$ cat config.mk
export PLATFORM = sky130hd
export DESIGN_NAME = flit_link_tx
export DESIGN_NICKNAME = d
export VERILOG_FILES = /design/src/rtl/noc_pkg.sv /design/src/rtl/credit_counter.sv /design/src/rtl/flit_link_tx.sv
export SDC_FILE = /design/constraint.sdc
export NUM_CORES = 1
export LEC_CHECK = 0
export CAP_MARGIN = 20
export CORE_MARGIN = 2
export CORE_UTILIZATION = 46
export CTS_CLUSTER_DIAMETER = 200
export CTS_CLUSTER_SIZE = 24
export DETAILED_ROUTE_END_ITERATION = 10
export HOLD_SLACK_MARGIN = 0.15
export PLACE_DENSITY = 0.84
export SETUP_SLACK_MARGIN = 0.15
export SLEW_MARGIN = 40
export SYNTH_ARGS = -nofsm -noshare
export SYNTH_HDL_FRONTEND = slang
export SYNTH_HIERARCHICAL = 1
export SYNTH_SLANG_ARGS = --single-unit
export TNS_END_PERCENT = 10
$ cat constraint.sdc
create_clock -name clk -period 3.1 [get_ports clk]
set_input_delay 0.31 -clock clk [delete_from_list [all_inputs] [get_ports clk]]
set_output_delay 0.31 -clock clk [all_outputs]
set_load 0.01 [all_outputs]
$ cat src/rtl/noc_pkg.sv
// Shared constants and FSM encoding for the mesh router link logic.
package noc_pkg;

  localparam int unsigned DATA_W  = 8;  // flit width in bits
  localparam int unsigned CREDITS = 8;  // downstream FIFO depth
  localparam int unsigned CNT_W   = 4;  // must hold 0..CREDITS

  typedef enum logic [1:0] {
    IDLE = 2'd0,
    RD   = 2'd1,
    CAP  = 2'd2
  } state_e;

  // Even parity over one flit (XOR reduction).
  function automatic logic flit_parity(input logic [DATA_W-1:0] d);
    return ^d;
  endfunction

endpackage

$ cat src/rtl/credit_counter.sv
// Downstream credit tracker: one credit per free slot in the neighbour's
// input FIFO. A reserve and a returned credit on the same edge cancel.
module credit_counter
  import noc_pkg::*;
(
  input  logic             clk,
  input  logic             rst,
  input  logic             dec,
  input  logic             inc,
  output logic [CNT_W-1:0] credits,
  output logic             nonzero,
  output logic             err
);

  logic [CNT_W-1:0] credits_q, credits_d;
  logic             nonzero_q;
  logic             err_q, err_d;

  // Next credit count and sticky overflow flag.
  always_comb begin
    credits_d = credits_q;
    err_d     = err_q;
    case ({dec, inc})
      2'b10: credits_d = credits_q - CNT_W'(1);
      2'b01: begin
        if (credits_q == CNT_W'(CREDITS)) begin
          err_d = 1'b1;
        end else begin
          credits_d = credits_q + CNT_W'(1);
        end
      end
      default: ;
    endcase
  end

  // Counter registers; nonzero is registered alongside the count.
  always_ff @(posedge clk or posedge rst) begin
    if (rst) begin
      credits_q <= CNT_W'(CREDITS);
      nonzero_q <= (CREDITS != 0);
      err_q     <= 1'b0;
    end else begin
      credits_q <= credits_d;
      nonzero_q <= (credits_d != '0);
      err_q     <= err_d;
    end
  end

  assign credits = credits_q;
  assign nonzero = nonzero_q;
  assign err     = err_q;

endmodule

$ cat src/rtl/flit_link_tx.sv
// Link transmitter: drains the local flit FIFO onto the inter-router link
// under credit flow control. Optional link parity output is enabled by
// defining FLIT_LINK_TX_PARITY_EN.
module flit_link_tx
  import noc_pkg::*;
(
  input  logic              clk,
  input  logic              rst,
  input  logic              fifo_empty,
  output logic              fifo_read,
  input  logic [DATA_W-1:0] fifo_data,
  output logic              link_valid,
  output logic [DATA_W-1:0] link_data,
  input  logic              link_credit,
`ifdef FLIT_LINK_TX_PARITY_EN
  output logic              link_parity,
`endif
  output logic              credit_err
);

  state_e            state_q;
  logic              fifo_read_q;
  logic              link_valid_q;
  logic [DATA_W-1:0] link_data_q;
  logic [CNT_W-1:0]  credits;
  logic              credit_nz;
  logic              reserve_c;

  // A slot is reserved whenever the FSM may start a read and a credit exists.
  assign reserve_c = ((state_q == IDLE) || (state_q == CAP)) && !fifo_empty && credit_nz;

  credit_counter u_credit (
    .clk     (clk),
    .rst     (rst),
    .dec     (reserve_c),
    .inc     (link_credit),
    .credits (credits),
    .nonzero (credit_nz),
    .err     (credit_err)
  );

  // Transfer FSM with registered read strobe and link outputs.
  always_ff @(posedge clk or posedge rst) begin
    if (rst) begin
      state_q      <= IDLE;
      fifo_read_q  <= 1'b0;
      link_valid_q <= 1'b0;
      link_data_q  <= '0;
    end else begin
      fifo_read_q  <= 1'b0;
      link_valid_q <= 1'b0;
      case (state_q)
        IDLE: begin
          if (reserve_c) begin
            state_q     <= RD;
            fifo_read_q <= 1'b1;
          end
        end
        RD: begin
          state_q <= CAP;
        end
        CAP: begin
          link_data_q  <= fifo_data;
          link_valid_q <= 1'b1;
          if (reserve_c) begin
            state_q     <= RD;
            fifo_read_q <= 1'b1;
          end else begin
            state_q <= IDLE;
          end
        end
        default: state_q <= IDLE;
      endcase
    end
  end

`ifdef FLIT_LINK_TX_PARITY_EN
  logic link_parity_q;

  // Parity captured on the same edge as link_data.
  always_ff @(posedge clk or posedge rst) begin
    if (rst) begin
      link_parity_q <= 1'b0;
    end else if (state_q == CAP) begin
      link_parity_q <= flit_parity(fifo_data);
    end
  end

  assign link_parity = link_parity_q;
`endif

  assign fifo_read  = fifo_read_q;
  assign link_valid = link_valid_q;
  assign link_data  = link_data_q;

  // Credit count never exceeds the ceiling and the nonzero flag tracks it.
  a_credit_bounds : assert property (@(posedge clk) disable iff (rst)
    (credits <= CNT_W'(CREDITS)) && (credit_nz == (credits != '0)));

endmodule
=== Word-level counts from Yosys, hierarchy flattened ===
Index checks and enable logic that the tools add are counted.

* Bits in registers: 18
* Latch bits: 0
* Memory bits (writable): 0
* Memory bits (read-only): 0
* Output and inout port bits: 11
* Memories kept: 0

* Add/sub/neg operators: 2
* $mul: 0
* Divide/modulo/power cells: 0
* Magnitude comparators: 0
* Equality and inequality tests: 6
* Shift-type cells: 0
* Mux-type cells: 8
* Bitwise gates (word level): 0
* Reductions and logical operators: 8

{| class="wikitable"
|+ Operators with widths
! operator !! count
|-
| $pmux 4 s2 || 1
|-
| $pmux 2 s3 || 1
|-
| $add 4x1->4 const B || 1
|-
| $eq 2x1->1 const B || 2
|-
| $eq 2x2->1 const B || 2
|-
| $eq 4x4->1 const B || 1
|-
| $mux 1 || 4
|-
| $mux 4 || 1
|-
| $reduce_bool 4->1 || 1
|-
| $sub 4x1->4 const B || 1
|-
| $logic_and 1x1->1 || 2
|-
| $logic_not 2->1 || 1
|-
| $mux 2 || 1
|-
| $ne 2x1->1 const B || 1
|-
| $reduce_and 2->1 || 1
|-
| $reduce_or 2->1 || 1
|-
| $logic_not 1->1 || 1
|-
| $logic_or 1x1->1 || 1
|}

=== Longest topological paths before layout ===
* Word-level depth: 7
* Gate-level depth with buffers: 8
* Mapped depth without buffers: 7

=== Hierarchy ===
Netlist, hierarchy kept.

{| class="wikitable"
|+ By module, submodules not included
! module !! instances !! cells an instance !! area an instance (µm²) !! seq. area each (µm²)
|-
| flit_link_tx || 1 || 27 || 470.5 || 300.3
|-
| credit_counter || 1 || 41 || 407.9 || 152.6
|}

=== Least setup slack after synthesis ===
No wires, ideal clock.

* Kind: register to register
* Start point: register u_credit.nonzero_q (netlist: u_credit/nonzero)
* End point: register u_credit.nonzero_q (netlist: u_credit/nonzero)
* Library setup time: 94 ps
* Data arrival time: 2066 ps
* Data required time: 3006 ps
* Path slack: 940 ps
* Cell stages (with the launch flop): 9
* Path buffers: 1
* Period minus slack after synthesis: 2160 ps
* Cell sequence: dfstp_2 -> nor3b_1 -> inv_1 -> ha_1 -> buf_8 -> nand2b_1 -> o221ai_1 -> a21boi_1 -> or4_1

* Cells in the longest elaborated chain, start to end: 4
* Elaborated cells between the ends (all ways): 5
* Those cells by class: eq/ne: 2; mux: 1; reduce/logical: 2

{| class="wikitable"
|+ Ends and longest elaborated chain
! item !! RTL line !! text
|-
| start, declared || credit_counter.sv:16 || <nowiki>logic nonzero_q;</nowiki>
|-
| start signal, assigned || credit_counter.sv:40 || <nowiki>nonzero_q <= (CREDITS != 0);</nowiki>
|-
| start signal, assigned || credit_counter.sv:44 || <nowiki>nonzero_q <= (credits_d != '0);</nowiki>
|-
| $logic_and 1x1->1 (*) || flit_link_tx.sv:30 || <nowiki>assign reserve_c = ((state_q == IDLE) || (state_q == CAP)) && !fifo_empty && credit_nz;</nowiki>
|-
| net reserve_c || flit_link_tx.sv:27 || <nowiki>logic reserve_c;</nowiki>
|-
| $eq 2x1->1 or $eq 2x2->1 (tied branches) || credit_counter.sv:23 || <nowiki>case ({dec, inc})</nowiki>
|-
| $pmux 4 s2 (*) || credit_counter.sv:23 ||
|-
| net u_credit.credits_d[3] || credit_counter.sv:15 || <nowiki>logic [CNT_W-1:0] credits_q, credits_d;</nowiki>
|-
| $reduce_bool 4->1 (*) || credit_counter.sv:44 ||
|}

The timed path passes the listed nets; every way through them passes the cells marked *.
A chain may end at the register's enable or synchronous reset.

=== Final worst setup path ===
Ends and elaborated chain as after synthesis.

==> flow_summary.yaml <==
run_status:
  outcome: "finished clean"
detailed_routing:
  drt_iter0_markers: 22
  drt-wirelength-per-cell_um: 13.81
  vias: 612
  antenna_left: 0
  firstDrtPassIters: 4
  wirelength_um: 1616
  avgViaCountPerCell: 5.231
  drc: 0
logic_synthesis:
  synth_seq_cells: 18
  ys_seq_area_share_pct: 51.57
  syn_inst: 68
  syn_nets: 84
  ys_warn_count: 6
  synth_cell_types: 27
  synth_area_per_cell_um2: 12.92
  synth.cell_area_um2: 878.3
global_route:
  antenna_found_initial: 0
  grt_max_degree: 13
  track_usage_pct: 17.58
  grt_pass1_wl_um: 2622
  gr-total-overflow: 0
  grt_pass1_vias: 563
final_layout:
  stdcell_area_um2: 1142
  fill_cells: 148
  final_cell_mix: "clkdlybuf4s50_1, dfrtp_1, mux2_4"
  final_common_cell: "clkdlybuf4s50_1"
  fin_nets: 109
  final_cells: 117
  postLayoutCoreUtil_pct: 64.75
  antenna_cells: 0
  area_growth_pct: 30.06
  drive_above_1_share_pct: 17.39
  multi_input_area_um2: 375.4
  seqCellArea_um2: 452.9
floorplan:
  row_count: 15
  die_w_um: 47.70
  die_area_um2: 2275
  die_h_um: 47.70
  core_area_um2: 1764
  boundaryPins: 23
  start_util_pct: 49.79
clock_network:
  h-tree-depth: 1
  clock_latency_ps: 290
  cts_sinks: 18
  cts-resized-gates: 0
  cts-buffers-inserted: 3
  cts_tree: "done"
  clkTransAtPathRegs_ps: 100
  clockRootBuffer: "clkbuf_4"
  cts_hold_buf: 0
  clockBufferDepth: 2
  post_cts_buffers: 0
setup_path:
  crit_family: "simple AND/OR/NAND/NOR gates"
  required_ps: 3310
  cp.arrival_ps: 2580
  cp-end-kind: "flop"
  cp_max_fo: 9
  crit_buf_inv: 1
  critPathSlowestCell: "dfstp_2"
  crit_type: "reg2reg"
  startpoint_type: "flop"
  max_stage_delay_ps: 550
  cp_cell_sequence: "nor3b_1 > inv_1 > ha_1 > nand2b_1 > o221ai_1 > a21boi_1 > or4_1"
timing:
  finalSetupViolations: 0
  finalSetupTns_ps: 0
  min_period_ps: 2366
  final_max_slew_viol_count: 0
  max-slew-margin-rel_pct: 59.22
  fmax_mhz: 422.7
  setup_slack_ps: 734.4
  fin_crit_sh_pct: 76.31
  grt_setup_unrepaired: "no"
  tightest_slew_ps: 608.9
  report.final.hold_viol_count: 0
  finalClockSkew_ps: 5.282
placement:
  pre_cts_ws_ps: 502.2
  dpl_cell_area_um2: 1106
  hpwl_um: 1238
  gp_congestion: 0.9102
  dp_cells: 113
  place.port_buffers: 22
worst_hold_path:
  min_path_type: "in2async"
power:
  p_per_area_nw_per_um2: 918.8
  peakVddDrop_mv: 0.5080
  leakage_uw: 0.0005044
job:
  timing.max_cap.violations: 0
## synthesized netlist by cell type
cell type | instances | area (µm²)
buf_6 | 1 | 11.26
inv_1 | 7 | 26.28
a21oi_1 | 1 | 5.000
or2_1 | 1 | 6.260
buf_8 | 1 | 15.01
or4_1 | 1 | 7.510
a21boi_1 | 1 | 7.510
o21ai_1 | 1 | 5.000
mux2i_1 | 2 | 20.02
mux2_4 | 8 | 120.1
o221ai_1 | 2 | 17.52
nor2b_1 | 3 | 18.77
dfrtp_1 | 16 | 400.4
a221oi_2 | 1 | 15.01
nand2_1 | 2 | 7.510
and4b_1 | 1 | 10.01
nor3b_1 | 3 | 22.52
nand3_1 | 1 | 5.000
ha_1 | 4 | 50.05
dfstp_2 | 2 | 52.55
o21ai_0 | 2 | 10.01
or3_1 | 1 | 6.260
nand3b_1 | 1 | 7.510
nor2_1 | 1 | 3.750
o31ai_1 | 1 | 7.510
or2b_1 | 1 | 7.510
nand2b_1 | 2 | 12.51
## report_power, final
part           switching (µW)  internal (µW)  total, µW
clock network            69.9           71.6        142
logic                     189            300        490
registers                73.3            345        418
## final timing paths
kind	to	slack, ps	start	cells after the start
max in group asynchronous	link_data[4]	2450	rst	2
worst min register to register	state_q[1]	460	state_q[1]	1
worst max register to register	u_credit/nonzero	730	u_credit/nonzero	7
worst min-delay path	u_credit/credits[0]	250	rst	2
min in group clk	state_q[1]	460	state_q[1]	1
worst max-delay path	u_credit/nonzero	730	u_credit/nonzero	7
## per-layer routing
layer	up-vias	share of wire, %	track usage (%)	wire length, µm
li1	283	-	-	-
met1	296	45	23.13	726
met2	25	48	27.20	768
met3	8	5.4	5.660	88
met4	0	2.0	6.486	33
met5	-	0	0	0
## cell type report
class | instances | area share [%]
Clock buffer | 4 | 3.176
Timing Repair Buffer | 22 | 19.28
Sequential cell | 18 | 39.65
Tap cell | 25 | 2.738
Inverter | 7 | 2.300
Multi-Input combinational cell | 41 | 32.86
## metrics by stage
step           hold slack [ps]  total power (µW)
6_report                 248.2              1050
5_1_grt                  267.7              1121
4_1_cts                  251.5              1058
3_5_place_dp             436.9             914.1
3_3_place_gp             406.6             895.2
2_1_floorplan            99.51             725.8
## state kept, by name, summed over array words and instances, names as in the netlist
signal	flops
link_data	8
u_credit/credits	4
state_q	2
fifo_read	1
link_valid	1
u_credit/err	1
u_credit/nonzero	1
## kinds of logic (layout without fill, tap and decap cells)
logic type,after synthesis,count (layout),synth area share (%)
flops,18,18,51.57
simple gates,18,18,13.11
mux,10,10,15.96
compound gates,9,9,7.692
buf+inv,9,33,5.983
fa+ha+maj,4,4,5.698
Note: power is estimated with default switching activity, not from simulation.
==> edit 1, RTL diff (same flow settings) <==
Re-encode `state_e` (3 states) as one-hot, 3 bits wide.
--- a/src/rtl/noc_pkg.sv
+++ b/src/rtl/noc_pkg.sv
@@ -6,8 +6,8 @@
   localparam int unsigned CNT_W   = 4;  // must hold 0..CREDITS
 
-  typedef enum logic [1:0] {
-    IDLE = 2'd0,
-    RD   = 2'd1,
-    CAP  = 2'd2
+  typedef enum logic [2:0] {
+    IDLE = 3'b001,
+    RD   = 3'b010,
+    CAP  = 3'b100
   } state_e;
 
Behaviour: same outputs for any inputs over 10 cycles, from zero or initial values and one cycle with rst high; not proved beyond that.
==> edit 1 against the unedited design <==
  * Area after synthesis up 6.0%
  * Global-route usage down 1.8 points
  * Routed wire length is 5.3% higher
  * Critical path depth rose by 1
  * Clock power is 20% lower
  * Sequential cell count rose by 1
  * Setup slack worse by 0.22 ns
  * Power shrank 4.4%
  * Via count is 0.49% higher
  * Sequential share of layout area rose by 0.54 points
  * Cell count up 5.1%
  * Cell area increased by 4.4%
==> edit 1: results (changes against the unedited design) <==
crit_fanout: 9  # unchanged
io_buffers: 22  # unchanged
p_seq_share_pct: 42.8  # +2.9 points
grt_first_pass_wirelength_um: 2877  # +9.7%
use_met2_pct: 29.22  # +2.0 points
grt_max_degree: 14  # +1
clock_path_buffers: 2  # unchanged
clock_skew_ns: 0.009304  # +0.004023 ns
nFillCells: 151  # +2.0%
hold_path.class: "input pin to async pin"
r2r_slack_ns: 0.51  # -0.22 ns
pg_comb_w: 0.000461  # -5.9%
nets: 113  # +3.7%
outcome: "completed"
arrival_ns: 2.79  # +0.21 ns
synth.yosys.seq_area_share_pct: 51.48  # -0.088 points
hpwl_um: 1423  # +15%
worst_path_largest_cell_delay_ns: 0.52  # -0.03 ns
power.leakage_nw: 0.5277  # +4.6%
drt_iter0_drc: 8  # -64%
setup_viol: 0  # unchanged
syn_nets: 88  # +4.8%
largest_reg_flops: 8  # unchanged
place.gp.congestion: 0.8283  # -9.0%
grtUsageMet3_pct: 5.215  # -0.45 points
grt_pass1_vias: 636  # +13%
ir_drop_v: 0.0004101  # -19%
drive_gt1_share_pct: 18.75  # +1.4 points
reg2reg_depth: 8  # +1
synth_area_leaders: "dfrtp_1 43%, mux2_4 13%, dfstp_2 8.5%"
synth_cell_type_count: 31  # +15%
postPlaceCellArea_sq_um: 1165  # +5.3%
routed_wl_um: 1701  # +5.3%
layout.cells.non_filler: 123  # +5.1%
relSlewSlack_pct: 59.44  # +0.22 points
gr-usage-met1_pct: 17.72  # -5.4 points
track_usage_pct: 15.79  # -1.8 points
dp_slack_ns: 0.2493  # -0.2529 ns
min_period_ns: 2.588  # +0.2227 ns
synth_common_cells: "16 x dfrtp_1, 8 x mux2_4, 7 x inv_1"
synth_area_per_cell_sq_um: 12.93  # about the same
p_int_w: 0.0006796  # -5.2%
vias: 615  # +0.49%
## edit 1: routing by layer
metal	wire length, um	vias up
met5	0	-
met4	6	0
met3	113	2
met2	874	25
met1	707	290
li1	-	298
## edit 1: cell families after synthesis
kind of cell / after synthesis / share of synthesized area (%)
flops: 19 / 51.48
compound gates: 10 / 8.333
fa+ha+maj: 4 / 5.377
mux: 10 / 15.05
buf+inv: 9 / 5.645
simple gates: 19 / 13.17
xor+xnor: 1 / 0.9410
## edit 1: final cells by class
type,instances,area share (%)
clock buffers,3,1.889
clock inverters,1,0.4197
inverters,7,2.204
multi-input cells,44,34.00
flip-flops and latches,19,40.19
well taps,27,2.833
repair buffers,22,18.47
## edit 1: through the flow
step | power (W) | utilization [%] | hold WS (ns)
after floorplan | 0.0007159 | - | 0.09951
after global placement | 0.0008689 | 59.66 | 0.4499
after detailed placement | 0.0008969 | 59.99 | 0.4581
after CTS | 0.001012 | 61.40 | 0.2428
after global routing | 0.001075 | 61.40 | 0.2647
final | 0.001004 | 61.40 | 0.2433
==> edit 2, RTL diff (config.mk and constraints unchanged) <==
Made on the original files. The option `FLIT_LINK_TX_PARITY_EN` is turned on by a define.
--- a/src/rtl/flit_link_tx.sv
+++ b/src/rtl/flit_link_tx.sv
@@ -2,4 +2,6 @@
 // under credit flow control. Optional link parity output is enabled by
 // defining FLIT_LINK_TX_PARITY_EN.
+`define FLIT_LINK_TX_PARITY_EN
+
 module flit_link_tx
   import noc_pkg::*;
Behaviour (old outputs only; new: link_parity): unchanged (equiv_simple and equiv_induct, registers matched by name and starting in step).
==> edit 2 against the unedited design <==
  * Routed wire length rose by 6.6%
  * Largest cell class unchanged
  * Power rose by 0.20%
  * Synthesized cell count rose by 16%
  * Area after synthesis rose by 8.7%
  * Setup slack improved by 0.041 ns
  * Via count rose by 11%
  * Sequential cell count rose by 1
  * Cell area rose by 6.7%
==> edit 2: results (changes against the unedited design) <==
outcome: "completed"
synth_common_cells: "17 x dfrtp_1, 8 x inv_1, 8 x mux2_2"
postPlaceCellArea_sq_um: 1192  # +7.8%
dr_wl_met3_um: 104  # +18%
grt_pass1_vias: 697  # +24%
place.gp.congestion: 0.7721  # -15%
hpwl_um: 1366  # +10%
clock_skew_ns: 0.005624  # +0.0003422 ns
use_met2_pct: 30.44  # +3.2 points
gr-usage-met1_pct: 17.95  # -5.2 points
synth_area_leaders: "dfrtp_1 45%, mux2_2 9.4%, xnor2_1 6.4%"
grt_first_pass_wirelength_um: 3153  # +20%
nets: 121  # +11%
period_share_pct: 74.98  # -1.3 points
vias: 677  # +11%
m1WireLength_um: 727  # +0.14%
synth_cell_type_count: 29  # +7.4%
io_buffers: 23  # +4.5%
grt_max_degree: 14  # +1
relSlewSlack_pct: 68.10  # +8.9 points
synth_area_per_cell_sq_um: 12.08  # -6.4%
grtUsageMet3_pct: 4.848  # -0.81 points
r2r_slack_ns: 0.78  # +0.04 ns
drt_iter0_drc: 8  # -64%
holdWs_ns: 0.2617  # +0.01348 ns
drive_gt1_share_pct: 14.42  # -3.0 points
ir_drop_v: 0.0004392  # -14%
syn_nets: 95  # +13%
edit 2: cell types whose count changed after synthesis, sizes merged:
cell and change:
nand2 +1, nand2b +1, nor2b -1, xnor2 +7, o21ai +1, dfrtp +1
inv +1
edit 2: area by class of cell:
class	count	area, sq um
multi-input cells	50	420.4
repair buffers	23	230.2
fillers	166	743.2
flip-flops and latches	19	478.0
clock buffers	4	26.28
well taps	27	33.78
inverters	8	30.03
edit 2: worst max-delay path, cell delays in order, from the launching register on:
cell and delay, ns:
dfstp_2 0.55, nor3b_1 0.27, inv_1 0.08, ha_1 0.42, nand2b_1 0.16, o221ai_1 0.11
a21boi_1 0.15, or4_1 0.52
edit 2: cell families (layout without fill, tap and decap cells):
| kind of cell | Yosys count | in the layout | synth area share [%] |
|---|---|---|---|
| multiplexers | 10 | 10 | 11.53 |
| XOR/XNOR | 7 | 7 | 6.422 |
| buffers and inverters | 10 | 35 | 5.897 |
| adder cells (fa/ha/maj) | 4 | 4 | 5.243 |
| flip-flops | 19 | 19 | 50.07 |
| AND/OR/NAND/NOR | 19 | 19 | 13.24 |
| AO/OA/AOI/OAI | 10 | 10 | 7.602 |
edit 2: worst min path at each step:
stage | from | endpoint | cells after the start
2_1_floorplan | rst | u_credit/credits[0] | 1
3_3_place_gp | u_credit/err | u_credit/err | 1
3_5_place_dp | u_credit/err | u_credit/err | 1
4_1_cts | rst | u_credit/credits[1] | 2
5_1_grt | rst | u_credit/credits[2] | 2
6_report | rst | u_credit/credits[0] | 2
edit 2: power breakdown:
group | internal, W | switching (W) | leakage (nW)
clock | 0.0000499 | 0.0000674 | 0.0150
combinational | 0.000293 | 0.000203 | 0.276
sequential | 0.000364 | 0.0000748 | 0.227
